File: config.mk
export PLATFORM = sky130hd
export DESIGN_NAME = pipelined_barrel_shifter
export DESIGN_NICKNAME = d
export VERILOG_FILES = /design/src/rtl/shifter_pkg.sv /design/src/rtl/pipelined_barrel_shifter_stage.sv /design/src/rtl/pipelined_barrel_shifter.sv
export SDC_FILE = /design/constraint.sdc
export NUM_CORES = 1
export LEC_CHECK = 0
export CORE_MARGIN = 10
export CORE_UTILIZATION = 40
export CTS_CLUSTER_DIAMETER = 30
export DETAILED_ROUTE_END_ITERATION = 10
export PLACE_DENSITY = 0.61
export SLEW_MARGIN = 30
export SYNTH_ARGS = -nofsm -noshare
export SYNTH_HDL_FRONTEND = slang
export SYNTH_SLANG_ARGS = --single-unit
File: constraint.sdc
create_clock -name clk -period 2.1 [get_ports clk]
set_clock_uncertainty 0.2 [all_clocks]
set_input_delay 0.315 -clock clk [delete_from_list [all_inputs] [get_ports clk]]
set_output_delay 0.315 -clock clk [all_outputs]
set_load 0.05 [all_outputs]
File: src/rtl/shifter_pkg.sv
// Shared types and helpers for the pipelined barrel shifter.
// Rotate support follows PIPELINED_BARREL_SHIFTER_ROTATE_EN.
package shifter_pkg;

    typedef enum logic [1:0] {
        OP_SLL = 2'b00,
        OP_SRL = 2'b01,
        OP_SRA = 2'b10,
        OP_ROT = 2'b11
    } shift_op_t;

    // Effective shift amount once out-of-range requests are folded.
    function automatic int unsigned amount_resolve(
        shift_op_t   op,
        int unsigned shift,
        int unsigned width
    );
        int unsigned amt;
        amt = shift;
        unique case (op)
            OP_SLL, OP_SRL: amt = (shift >= width) ? 0 : shift;
            OP_SRA:         amt = (shift >= width) ? width - 1 : shift;
            OP_ROT: begin
`ifdef PIPELINED_BARREL_SHIFTER_ROTATE_EN
                amt = shift % width;
`else
                amt = 0;
`endif
            end
        endcase
        return amt;
    endfunction

endpackage

File: src/rtl/pipelined_barrel_shifter_stage.sv
// One level of the log shifter: conditional shift by DIST, then register.
// Rotate wrap is built only with PIPELINED_BARREL_SHIFTER_ROTATE_EN.
module shifter_stage
    import shifter_pkg::*;
#(
    parameter int WIDTH = 32,
    parameter int TAG_W = 4,
    parameter int DIST  = 1
) (
    input  logic                       clk,
    input  logic                       rst,
    input  logic                       en,
    input  logic                       in_valid,
    input  logic [WIDTH-1:0]           in_data,
    input  shift_op_t                  in_op,
    input  logic                       in_fill,
    input  logic [$clog2(WIDTH)-1:0]   in_amt,
    input  logic [TAG_W-1:0]           in_tag,
    output logic                       out_valid,
    output logic [WIDTH-1:0]           out_data,
    output shift_op_t                  out_op,
    output logic                       out_fill,
    output logic [$clog2(WIDTH)-1:0]   out_amt,
    output logic [TAG_W-1:0]           out_tag
);

    localparam int SEL = $clog2(DIST);

    logic [WIDTH-1:0] shifted;

    // Shift by DIST when this level's amount bit is set.
    always_comb begin
        shifted = in_data;
        if (in_amt[SEL]) begin
            unique case (in_op)
                OP_SLL: shifted = in_data << DIST;
                OP_SRL, OP_SRA:
                    shifted = {{DIST{in_fill}}, in_data[WIDTH-1:DIST]};
                OP_ROT: begin
`ifdef PIPELINED_BARREL_SHIFTER_ROTATE_EN
                    shifted = {in_data[DIST-1:0], in_data[WIDTH-1:DIST]};
`else
                    shifted = in_data;
`endif
                end
            endcase
        end
    end

    // Stage register; holds everything when the pipe is stalled.
    always_ff @(posedge clk) begin
        if (rst) begin
            out_valid <= 1'b0;
            out_data  <= '0;
            out_op    <= OP_SLL;
            out_fill  <= 1'b0;
            out_amt   <= '0;
            out_tag   <= '0;
        end else if (en) begin
            out_valid <= in_valid;
            out_data  <= shifted;
            out_op    <= in_op;
            out_fill  <= in_fill;
            out_amt   <= in_amt;
            out_tag   <= in_tag;
        end
    end

endmodule

File: src/rtl/pipelined_barrel_shifter.sv
// Fully pipelined logarithmic shifter with valid/ready and a sideband tag.
// Define PIPELINED_BARREL_SHIFTER_ROTATE_EN for rotate-right on op 11.
module pipelined_barrel_shifter
    import shifter_pkg::*;
#(
    parameter int WIDTH = 32,
    parameter int TAG_W = 4,
    localparam int LOG2W = $clog2(WIDTH)
) (
    input  logic               clk,
    input  logic               rst,
    input  logic               in_valid,
    output logic               in_ready,
    input  logic [WIDTH-1:0]   in_data,
    input  logic [LOG2W:0]     in_shift,
    input  logic [1:0]         in_op,
    input  logic [TAG_W-1:0]   in_tag,
    output logic               out_valid,
    input  logic               out_ready,
    output logic [WIDTH-1:0]   out_data,
    output logic [TAG_W-1:0]   out_tag
);

    logic               v    [LOG2W+1];
    logic [WIDTH-1:0]   d    [LOG2W+1];
    shift_op_t          op   [LOG2W+1];
    logic               fill [LOG2W+1];
    logic [LOG2W-1:0]   amt  [LOG2W+1];
    logic [TAG_W-1:0]   tag  [LOG2W+1];
    logic               advance;
    logic               unused_tail;

    assign advance  = !out_valid || out_ready;
    assign in_ready = advance;

    // Resolve amount, operand and fill bit at accept.
    always_comb begin
        op[0]   = shift_op_t'(in_op);
        v[0]    = in_valid;
        tag[0]  = in_tag;
        amt[0]  = LOG2W'(amount_resolve(op[0], 32'(in_shift), WIDTH));
        fill[0] = (op[0] == OP_SRA) && in_data[WIDTH-1];
        d[0]    = in_data;
        if ((op[0] == OP_SLL || op[0] == OP_SRL) && in_shift[LOG2W])
            d[0] = '0;
    end

    for (genvar k = 0; k < LOG2W; k++) begin : g_stage
        shifter_stage #(
            .WIDTH (WIDTH),
            .TAG_W (TAG_W),
            .DIST  (1 << k)
        ) u_stage (
            .clk       (clk),
            .rst       (rst),
            .en        (advance),
            .in_valid  (v[k]),
            .in_data   (d[k]),
            .in_op     (op[k]),
            .in_fill   (fill[k]),
            .in_amt    (amt[k]),
            .in_tag    (tag[k]),
            .out_valid (v[k+1]),
            .out_data  (d[k+1]),
            .out_op    (op[k+1]),
            .out_fill  (fill[k+1]),
            .out_amt   (amt[k+1]),
            .out_tag   (tag[k+1])
        );
    end

    assign out_valid   = v[LOG2W];
    assign out_data    = d[LOG2W];
    assign out_tag     = tag[LOG2W];
    assign unused_tail = ^{op[LOG2W], fill[LOG2W], amt[LOG2W]};

endmodule

==> reports/results.ini, run 1 <==
[outcome]
outcome=complete, no violations

[layout]
num-nets-final=1462
diodes=0
drive_gt1_share_pct=11.7
fin_area_um2=13500
final_common_cell=nand2_1
final_core_utilization_pct=51.9
nFillCells=2568
layout_common_cells=263 x nand2_1, 207 x dfxtp_1, 129 x a221oi_1, 110 x nor2_1, 76 x o21ai_0
layoutNonFillerInstCount=1772
syn_to_final_growth_pct=28.1

[logic_synthesis]
yosysWarnings=0
yosysSeqAreaShare_pct=39.3
avgSynthCellArea_um2=7.70
synthesis.nets=1430
synth_largest_area_cell=dfxtp_1
syn-cell-area_um2=10500
synthCells=1369
synth_area_leaders=dfxtp_1 39%, a221oi_1 11%, nand2_1 9.4%
synth_cell_type_count=36
synth_top_area_share_pct=39.3
ys_ff_latch=207

[cts]
numClockSinks=207
cts-root-buf=clkbuf_16
clk_pin_slew_ns=0.05
cts_buffers=45
cts_max_level=2
cts_buffer_depth=3
worstSkewPairLatency_ns=0.53
cts_tree=built

[power_and_ir_drop]
irDropWorstVdd_mv=0.699
leakagePower_nw=5.04
power_mw=12.7
power_density_nw_per_um2=943

[sta]
fin_crit_sh_pct=96.9
setup_violations=0
finalWorstSetupSlack_ns=0.0641
period_minus_slack_ns=2.04
hold_viol=0
whs_ns=0.145
rsz0062_at_grt=true
final.setup.tns_ns=0
fmaxAchievable_mhz=491
maxSlewHeadroom_pct=58.5
worst_pin_slew_ns=0.622
slew_viol_final=0

[worst_setup_path]
crit_family=buffers and inverters
cp-end-kind=flop
rr_endpoint=g_stage[2].u_stage.out_data[21]
crit_required_ns=2.36
critPathBufInv=3
startpoint_type=input port
reg2reg_slack_ns=0.11
r2r-start=g_stage[1].u_stage.out_op[1]
critPathMaxFanout=29
cp.depth=8
cp_slowest_stage_delay_ns=0.51
cpMaxStageDelayCell=clkdlybuf4s50_1
crit_chain=clkdlybuf4s50_1, inv_1, ha_1, or2_1, o22a_1, buf_12, a2111oi_1, a221o_1
r2r_cells=6
critical_path_arrival_ns=2.29
worstSetupPathType=in2reg

[grt]
grt-ovfl-total=0
antenna_found_initial=0
use_met3_pct=3.09
grt_pass1_wl_um=47300
busiest_layer=met2
grt_max_degree=129
use_met2_pct=26.2
grt_usage_pct=16.4
use_met1_pct=21.9
first_global_vias=9360

[die]
die_w_um=182
initial_core_util_pct=40.5
std_cell_rows=59
io_pins=86
die_h_um=182
core_area_um2=26000
die-area_um2=33200

[drt]
routed_wl_um=28900
firstDrtPassIters=6
num_vias=9980
drc=0
vias_per_cell=5.63
ant_nets=0
drt-initial-drc-count=853
wl_per_cell_um=16.3

[placement]
place_ws_ns=-0.532
placed_cell_area_um2=11800
port_buffers=85
place_congestion=0.834
dp_hpwl_um=19200
placed_cells=1683

[hold_path]
min_path_type=in2reg
min_delay_worst_endpoint=g_stage[0].u_stage.out_tag[2]
holdPathStages=3
min_from=in_tag[2]

[flow_run]
max_cap_viol_count=0

[cell usage after synthesis, drive strengths merged]
library cell / n
nand2: 264
dfxtp: 207
a221oi: 129
clkbuf: 127
nor2: 111
o21ai: 80
nor3: 75
inv: 71
a21oi: 48
buf: 45
a2111oi: 30
nand2b: 30
a211oi: 29
a221o: 29
a311oi: 27
a22o: 26
ha: 13
a21o: 4
nand3: 4
nor2b: 4
o211ai: 4
a211o: 2
a2bb2oi: 2
a22oi: 1
mux2i: 1
nand3b: 1
o21a: 1
o21bai: 1
o22a: 1
or2: 1
or3: 1
[tightest hold or removal path: stages]
cell and delay, ns:
clkdlybuf4s50_1 0.40, nand2_1 0.05, a21oi_1 0.05
[layout make-up]
cell class	count	area [um2]	area share (%)
Clock buffer	56	1230	9.11
Clock inverter	27	358	2.65
Sequential cell	207	4140	30.7
Multi-Input combinational cell	920	5460	40.4
Timing Repair Buffer	156	1620	12.0
Inverter	71	272	2.01
Tap cell	335	419	3.11
[worst max-delay path by stage]
stage | slack (ns) | endpoint | from
floorplan | 0.02 | g_stage[3].u_stage.out_data[31] | g_stage[4].u_stage.out_valid
global placement | -0.40 | g_stage[0].u_stage.out_data[4] | in_op[0]
detailed placement | -0.53 | g_stage[0].u_stage.out_data[3] | in_op[0]
CTS | 0.06 | g_stage[0].u_stage.out_data[3] | in_op[0]
global route | -0.05 | g_stage[0].u_stage.out_data[31] | in_op[0]
finish | 0.06 | g_stage[0].u_stage.out_data[3] | in_op[0]
[power by group]
group	total, mW	switching, mW	internal (mW)
Clock	7.23	2.23	5.00
Sequential	4.31	0.181	4.13
Combinational	1.18	0.662	0.518
Total	12.7	3.07	9.65
[flip-flops by register name (all words and copies together) (netlist names)]
register / flops
g_stage.u_stage.out_data: 160
g_stage.u_stage.out_tag: 20
g_stage.u_stage.out_amt: 10
g_stage.u_stage.out_fill: 4
g_stage.u_stage.out_op: 8
g_stage.u_stage.out_valid: 5
[routing by layer]
layer	part of all wire, %	vias to the layer above
met2	46	243
li1	-	5016
met3	4.7	38
met4	1.6	0
met1	47	4683
met5	0	-
[timing repair]
| item | 4_1_cts | 5_1_grt |
|---|---|---|
| hold endpoints to repair | 11 | 0 |
| pin swaps | 0 | 2 |
| gates resized for setup | 35 | 37 |
| cloned | 0 | 3 |
| setup endpoints to repair | 36 | 44 |
| buffers inserted | 1 | 2 |
| hold buffers | 1 | 0 |
[cells by family after synthesis]
group,share of synthesized area [%]
flip-flops,39.3
adder cells (fa/ha/maj),1.54
AND/OR/NAND/NOR,19.3
multiplexers,0.0950
buffers and inverters,9.94
AO/OA/AOI/OAI,29.8
Note: power is estimated with default switching activity, not from simulation.
==> run 2, diff against run 1 <==
--- a/config.mk
+++ b/config.mk
@@ -10,6 +10,7 @@
 export CTS_CLUSTER_DIAMETER = 30
 export DETAILED_ROUTE_END_ITERATION = 10
 export PLACE_DENSITY = 0.61
+export REMOVE_ABC_BUFFERS = 1
 export SLEW_MARGIN = 30
 export SYNTH_ARGS = -nofsm -noshare
 export SYNTH_HDL_FRONTEND = slang
==> reports/results.ini, run 2 (same netlist as run 1, synthesis figures left out) <==
[grt]
grt_max_degree=141
grt-ovfl-total=0
antenna_found_initial=0
grt_usage_pct=16.6
first_global_vias=9399
grt_pass1_wl_um=47900

[layout]
reg.largest.list=g_stage.u_stage.out_data x160, g_stage.u_stage.out_tag x20, g_stage.u_stage.out_amt x10
drive_gt1_share_pct=12.8
num-nets-final=1462
diodes=0
final_common_cell=nand2_1
largest_reg_flops=160
nFillCells=2536
layout_common_cells=264 x nand2_1, 207 x dfxtp_1, 127 x a221oi_1, 109 x nor2_1, 76 x o21ai_0
regMostFlops=g_stage.u_stage.out_data
layoutNonFillerInstCount=1772
final_core_utilization_pct=52.4
syn_to_final_growth_pct=29.3

[worst_setup_path]
crit_required_ns=2.36
r2r-start=g_stage[1].u_stage.out_op[1]
critPathMaxFanout=11
r2r_cells=7
worstSetupPathType=in2reg
startpoint_type=input port
rr_endpoint=g_stage[2].u_stage.out_data[3]
critical_path_arrival_ns=2.26
cp-end-kind=flop
reg2reg_slack_ns=0.16

[cts]
cts_max_level=2
clk_pin_slew_ns=0.04
cts-root-buf=clkbuf_16
worstSkewPairLatency_ns=0.52
numClockSinks=207
cts_hold_buf=0
cts_buffers=45
cts_tree=built
cts_buffer_depth=3

[power_and_ir_drop]
p_int_mw=10.0
switchingPower_mw=3.05
power_frac_seq_pct=33.0
swShare_pct=23.4
power_density_nw_per_um2=959
irDropWorstVdd_mv=0.811
p_clk_share_pct=57.8
comb_power_share_pct=9.2
leakagePower_nw=5.08

[drt]
num_vias=9984
ant_nets=0
firstDrtPassIters=5
drt-initial-drc-count=748
routed_wl_um=28900
wl_per_cell_um=16.3
vias_per_cell=5.63
drc=0

[die]
die_w_um=182
std_cell_rows=59
initial_core_util_pct=40.5
die-area_um2=33200
io_pins=86
die_h_um=182
core_area_um2=26000

[hold_path]
min_path_type=in2reg
min_from=rst
min_delay_worst_endpoint=g_stage[0].u_stage.out_data[0]
holdPathStages=3

[sta]
setup_violations=0
finalWorstSetupSlack_ns=0.0959
whs_ns=0.0473
worst_pin_slew_ns=0.655
maxSlewHeadroom_pct=56.3
fmaxAchievable_mhz=499
period_minus_slack_ns=2.00
fin_crit_sh_pct=95.4
slew_viol_final=0
hold_viol=0

[placement]
dp_hpwl_um=19400
placed_cells=1689
place_ws_ns=-0.585
port_buffers=85
place_congestion=0.860

[outcome]
outcome=complete, no violations

[flow_run]
max_cap_viol_count=0

## run 2: cell types whose count changed in the layout (fill, tap and decap cells not counted), moves of 2 or more
cell / change
a221oi_1: -2
a2111oi_1: -8
bufinv_16: +2
a2111oi_0: -5
buf_4: +2
clkbuf_8: +4
a221oi_2: +2
clkinv_2: -4
clkinvlp_4: -2
a2111oi_2: +12
## run 2: critical path, stage by stage
cell and delay (ns):
clkdlybuf4s50_1 0.47, inv_1 0.07, ha_1 0.20, or2_1 0.25
o22a_1 0.20, buf_4 0.21, a2111oi_1 0.36, a221o_1 0.18
## run 2: power groups by stage
| stage | registers (mW) | logic (mW) | clock network (mW) |
|---|---|---|---|
| finish | 4.31 | 1.20 | 7.56 |
| global route | 4.33 | 1.33 | 7.89 |
| CTS | 4.31 | 1.14 | 7.68 |
| detailed placement | 4.38 | 1.14 | 0 |
| global placement | 4.38 | 1.12 | 0 |
| floorplan | 4.38 | 0.594 | 0 |
## run 2: layer usage
layer	up-vias	track usage [%]	part of all wire, %
met1	4706	22.5	47
met2	231	25.6	46
met5	-	0	0
li1	5007	-	-
met4	0	5.17	1.8
met3	40	3.82	5.3
## run 2: cell type report
cell class,count,area [um2],share of cell area [%]
inverters,71,272,1.99
flip-flops and latches,207,4140,30.4
repair buffers,156,1590,11.7
clock buffers,60,1280,9.42
clock inverters,23,372,2.73
well taps,335,419,3.08
multi-input cells,920,5550,40.7
## run 2: what timing repair did
item | in CTS | in global routing
gates cloned | 0 | 1
resized for setup | 39 | 58
setup endpoints to repair | 66 | 45
setup buffers | 1 | 0
pin swaps | 0 | 1
## run 2: per-stage QoR
step	instance area, um2	TNS [ns]	total power [mW]
after global placement	11800	-15.39	5.50
after CTS	13400	0	13.1
after detailed placement	11800	-18.47	5.52
after floorplan	9750	-2245.34	4.97
final	13600	0	13.1
after global routing	13600	-0.00898	13.6
## run 2: worst max path at each step
stage | start | end | slack, ns
floorplan | g_stage[4].u_stage.out_valid | g_stage[0].u_stage.out_data[10] | -12.81
global placement | in_op[0] | g_stage[0].u_stage.out_data[8] | -0.44
detailed placement | in_op[0] | g_stage[0].u_stage.out_data[5] | -0.58
CTS | in_op[0] | g_stage[0].u_stage.out_data[27] | 0.01
global route | in_op[1] | g_stage[0].u_stage.out_data[29] | -0.009
finish | in_op[1] | g_stage[0].u_stage.out_data[29] | 0.1
==> run 3, diff against run 2 <==
--- a/config.mk
+++ b/config.mk
@@ -9,9 +9,10 @@
 export CORE_UTILIZATION = 40
 export CTS_CLUSTER_DIAMETER = 30
 export DETAILED_ROUTE_END_ITERATION = 10
-export PLACE_DENSITY = 0.61
+export PLACE_DENSITY = 0.6
 export REMOVE_ABC_BUFFERS = 1
 export SLEW_MARGIN = 30
 export SYNTH_ARGS = -nofsm -noshare
 export SYNTH_HDL_FRONTEND = slang
+export SYNTH_HIERARCHICAL = 1
 export SYNTH_SLANG_ARGS = --single-unit
==> reports/results.ini, run 3 <==
[drt]
dr_wl_met3_um=1360
wl_met2_um=13800
wl_met1_um=14000
firstDrtPassIters=4
ant_nets=0
drt-initial-drc-count=510
drc=0
top_layer=met4
routed_wl_um=29800
num_vias=10500
vias_per_cell=5.49
wl_per_cell_um=15.6

[layout]
regMostFlops=g_stage.u_stage/out_data
num-nets-final=1534
diodes=0
syn_to_final_growth_pct=30.0
layoutNonFillerInstCount=1907
reg.largest.list=g_stage.u_stage/out_data x160, g_stage.u_stage/out_tag x20, g_stage.u_stage/out_amt x10
largest_reg_flops=160
layout_common_cells=206 x dfxtp_1, 163 x nor2_1, 105 x a221o_1, 95 x nor2b_1, 94 x buf_4
final_common_cell=dfxtp_1
drive_gt1_share_pct=17.2

[sta]
fin_crit_sh_pct=96.5
maxSlewHeadroom_pct=65.3
slew_viol_final=0
finalWorstSetupSlack_ns=0.0734
hold_viol=0
fmaxAchievable_mhz=493
rsz0062_at_grt=false
period_minus_slack_ns=2.03
worst_pin_slew_ns=0.521
whs_ns=0.206
setup_violations=0

[placement]
placed_cells=1809
port_buffers=85
place_ws_ns=-0.421
place_congestion=0.839
dp_hpwl_um=20900

[worst_setup_path]
crit_required_ns=1.58
r2r_cells=7
rr_endpoint=g_stage[3].u_stage/out_data[11]
critPathMaxFanout=17
startpoint_type=flop
cp-startpoint=g_stage[4].u_stage/out_valid
critical_path_arrival_ns=1.51
crit_path_end=in_ready
cp-end-kind=output pin
r2r-start=g_stage[2].u_stage/out_op[0]
worstSetupPathType=reg2out
reg2reg_slack_ns=0.08

[logic_synthesis]
syn-cell-area_um2=11900
synthCells=1369
avgSynthCellArea_um2=8.71
yosysWarnings=6

[die]
die_h_um=193
std_cell_rows=63
die_w_um=193
io_pins=86
core_area_um2=29600
die-area_um2=37100
initial_core_util_pct=40.4

[grt]
grt-ovfl-total=0
antenna_found_initial=0
first_global_vias=9908
grt_pass1_wl_um=49900
grt_usage_pct=15.7
grt_max_degree=117

[cts]
numClockSinks=207
clk_pin_slew_ns=0.04
cts-root-buf=clkbuf_16
cts_tree=built
worstSkewPairLatency_ns=0.53
cts_buffers=53
cts_max_level=2
cts_buffer_depth=3

[power_and_ir_drop]
swShare_pct=22.8
power_mw=14.3
p_clk_share_pct=58.9
power_density_nw_per_um2=924
switchingPower_mw=3.27
comb_power_share_pct=10.7
leakagePower_nw=6.55
power_frac_seq_pct=30.4
irDropWorstVdd_mv=0.523
p_int_mw=11.1

[hold_path]
min_path_type=in2reg

[flow_run]
max_cap_viol_count=0

[outcome]
outcome=complete, no violations

-- run 3: through the flow --
step	TNS [ns]	area [um2]	utilization [%]
3_5_place_dp	-18.02	13500	45.8
6_report	0	15500	52.4
4_1_cts	0	15400	52.2
5_1_grt	0	15500	52.4
2_1_floorplan	-1107.43	11100	-
3_3_place_gp	-15.59	13500	45.8
-- run 3: metal layers --
layer	vias to the layer above	track usage (%)
met1	4819	20.8
met4	0	4.98
met5	-	0
met2	213	25.4
met3	51	2.89
li1	5391	-
-- run 3: repair_timing --
item,in CTS,in global routing
resized for setup,34,14
hold buffers,1,0
setup endpoints to repair,35,18
setup buffers,1,0
endpoints found under the hold margin,24,0
-- run 3: how the worst min path moves through the flow --
stage,from,endpoint,slack (ns),cells past startpoint
after floorplan,rst,g_stage[4].u_stage/out_data[14],0.18,1
after global placement,g_stage[4].u_stage/out_data[18],g_stage[4].u_stage/out_data[18],0.24,2
after detailed placement,g_stage[4].u_stage/out_data[22],g_stage[4].u_stage/out_data[22],0.24,2
after CTS,in_tag[0],g_stage[0].u_stage/out_tag[0],0.19,3
after global routing,in_tag[0],g_stage[0].u_stage/out_tag[0],0.21,3
final,in_tag[3],g_stage[0].u_stage/out_tag[3],0.21,3
-- run 3: area by class of cell --
cell class | instances | area [um2]
well taps | 390 | 488
multi-input cells | 996 | 6940
clock buffers | 73 | 1530
repair buffers | 197 | 1950
inverters | 21 | 81.3
clock inverters | 23 | 362
fillers | 2756 | 14100
flip-flops and latches | 207 | 4150
-- run 3: worst max-delay path, cell delays in order, from the launching register on --
cell	delay, ns
dfxtp_1	0.39
nand2b_4	0.11
buf_12	0.14
buf_4	0.18
buf_12	0.16
-- run 3: power groups by stage --
stage | clock, mW | sequential, mW | combinational [mW]
2_1_floorplan | 0 | 4.42 | 0.908
3_5_place_dp | 0 | 4.42 | 1.52
3_3_place_gp | 0 | 4.41 | 1.50
4_1_cts | 8.57 | 4.35 | 1.52
6_report | 8.44 | 4.35 | 1.53
5_1_grt | 8.81 | 4.38 | 1.69
==> RTL edit, RTL diff (flow settings as in run 2) <==
Build with the macro `PIPELINED_BARREL_SHIFTER_ROTATE_EN` defined.
--- a/src/rtl/shifter_pkg.sv
+++ b/src/rtl/shifter_pkg.sv
@@ -1,5 +1,7 @@
 // Shared types and helpers for the pipelined barrel shifter.
 // Rotate support follows PIPELINED_BARREL_SHIFTER_ROTATE_EN.
+`define PIPELINED_BARREL_SHIFTER_ROTATE_EN
+
 package shifter_pkg;
 
     typedef enum logic [1:0] {
Formal check against the unedited RTL: not equivalent (a bounded check fails within 10 cycles, from zero or initial values and one cycle with rst high).
==> RTL edit against run 2 <==
  * Routed wire length shrank 5.7%
  * Final area down 4.0%
  * Sequential cell count did not move
  * Worst setup slack got worse by 0.053 ns
  * Area after synthesis is 4.2% lower
  * Critical path depth increased by 1
  * Non-clock buffer count grew 6
  * Total power grew 3.1%
  * Register-to-register slack got worse by 0.03 ns
  * Count of clock-buffer cells in the layout is 8 higher
  * Highest routed layer unchanged
==> RTL edit: results (changes against run 2) <==
The run finished with clean final reports. The ratio of cells with drive above 1 in the final layout works out to 13.9% (+1.1 points). The initial DRC count was 579 (-23%). The overall track demand over capacity in global routing is 16.5% (-0.12 points).

The run gives -0.442 ns (+0.142 ns) as the post-place setup slack. The tools report the post-cts resize count as 30 (-23%). The logs give 0.13 ns (-0.03 ns) for the reg-to-reg setup timing slack and 49 (+8.9%) for the number of buffers inserted during clock tree synthesis. The total of hold buffers inserted after clock tree synthesis is 1 (+1), and the measured slew at the worst slew-check pin is 0.508 ns (-0.147 ns). The placement-stage cell area came out at 11,300 µm² (-4.5%). The worst-case hold slack was 0.139 ns (+0.0922 ns); the met3 wire length was 1.55 mm (+0.85%). The critical path starts at in_op[0].

The sequential-to-total area share from yosys stat came out at 41.1% (+1.7 points). The net switching fraction of the power is 22.8% (-0.52 points), and the detailed placement HPWL is 18.0 mm (-7.1%). The number of global-route vias before repair was 8,845 (-5.9%). Achievable clock frequency: 486 MHz (-2.6%). The count of fill cells added during filler insertion was 2,430 (-4.2%); the routed length on met1 was 12.9 mm (-5.6%). In the post-synthesis netlist, the biggest area contributors are sky130_fd_sc_hd__dfxtp_1 41%, sky130_fd_sc_hd__a21oi_1 6.9%, sky130_fd_sc_hd__a221o_1 6.5%, sky130_fd_sc_hd__nand2_1 6.1%, sky130_fd_sc_hd__a221oi_1 5.2%. The number of placed instances with taps included was 1,562 (-7.5%); the post-route non-filler standard cell count was 1,654 (-6.7%). The tools report the number of setup buffers added after CTS as 0 (-1). The tools report the endpoint of the most critical setup path as g_stage[0].u_stage.out_data[18]. Source of the worst hold timing path: in_tag[1].

Critical-path maximum fanout: 8 (-3). The reg-to-reg endpoint was g_stage[2].u_stage.out_data[25]. The worst register-to-register path begins at g_stage[1].u_stage.out_op[0]. The static leakage is 5.06 nW (-0.37%), and the global routing met3 resource utilization is 3.20% (-0.62 points). The arrival time at the worst endpoint came out at 2.30 ns (+0.04 ns). Endpoint of the worst hold-timing path: g_stage[0].u_stage.out_tag[1]. For the pin count of the biggest net entering global routing, the log shows 77 (-45%).

The global-route met2 utilization is 25.8% (+0.23 points), and the largest vdd supply drop is 0.000571 V (-30%). The average cell area after synthesis was 8.18 µm² (+6.3%); the count of TritonRoute iterations in the first routing pass was 6 (+1). The tools report the count of different cell masters after synthesis as 42 (+17%).

The logs give 44.7 mm (-6.7%) for the wire length of the first global-routing pass and 22.3% (-0.20 points) for the met1 track demand over resource in global routing. The number of nets in the layout came out at 1,348 (-7.8%).
[RTL edit: cell types whose count changed after synthesis, moves of 44 or more]
cell                       change
sky130_fd_sc_hd__clkbuf_1     -44
sky130_fd_sc_hd__nand2_1      -99
sky130_fd_sc_hd__o211ai_1     +56
sky130_fd_sc_hd__o21ai_0      -49
sky130_fd_sc_hd__a21oi_1      +92
sky130_fd_sc_hd__a221oi_1     -69
sky130_fd_sc_hd__inv_1        -45
[RTL edit: logic make-up after synthesis]
kind of cell	Yosys count	synth area share, %
AOI/OAI and AO/OA	437	32.2
and+or+nand+nor	386	15.9
DFF	207	41.1
buffers and inverters	189	9.06
adders and majority gates	13	1.61
muxes	1	0.0992
[RTL edit: layout make-up]
class | instances | share of cell area (%)
inverters | 30 | 0.899
flip-flops and latches | 207 | 31.7
repair buffers | 162 | 12.3
clock inverters | 20 | 2.41
multi-input cells | 837 | 38.6
clock buffers | 68 | 10.9
well taps | 330 | 3.16
[RTL edit: worst max-delay path, stage by stage]
cell	delay (ns)
sky130_fd_sc_hd__clkdlybuf4s50_1	0.48
sky130_fd_sc_hd__inv_1	0.07
sky130_fd_sc_hd__buf_4	0.13
sky130_fd_sc_hd__ha_1	0.24
sky130_fd_sc_hd__o31a_1	0.28
sky130_fd_sc_hd__a21oi_4	0.26
sky130_fd_sc_hd__clkbuf_16	0.21
sky130_fd_sc_hd__a221oi_1	0.10
sky130_fd_sc_hd__nor3_1	0.21
[RTL edit: power groups by stage]
stage                     sequential [mW]  combinational [mW]  clock (mW)
after floorplan                      4.44               0.638           0
after global placement               4.42                1.18           0
after detailed placement             4.42                1.20           0
after CTS                            4.36                1.19        8.02
after global routing                 4.38                1.34        8.21
final                                4.36                1.22        7.89
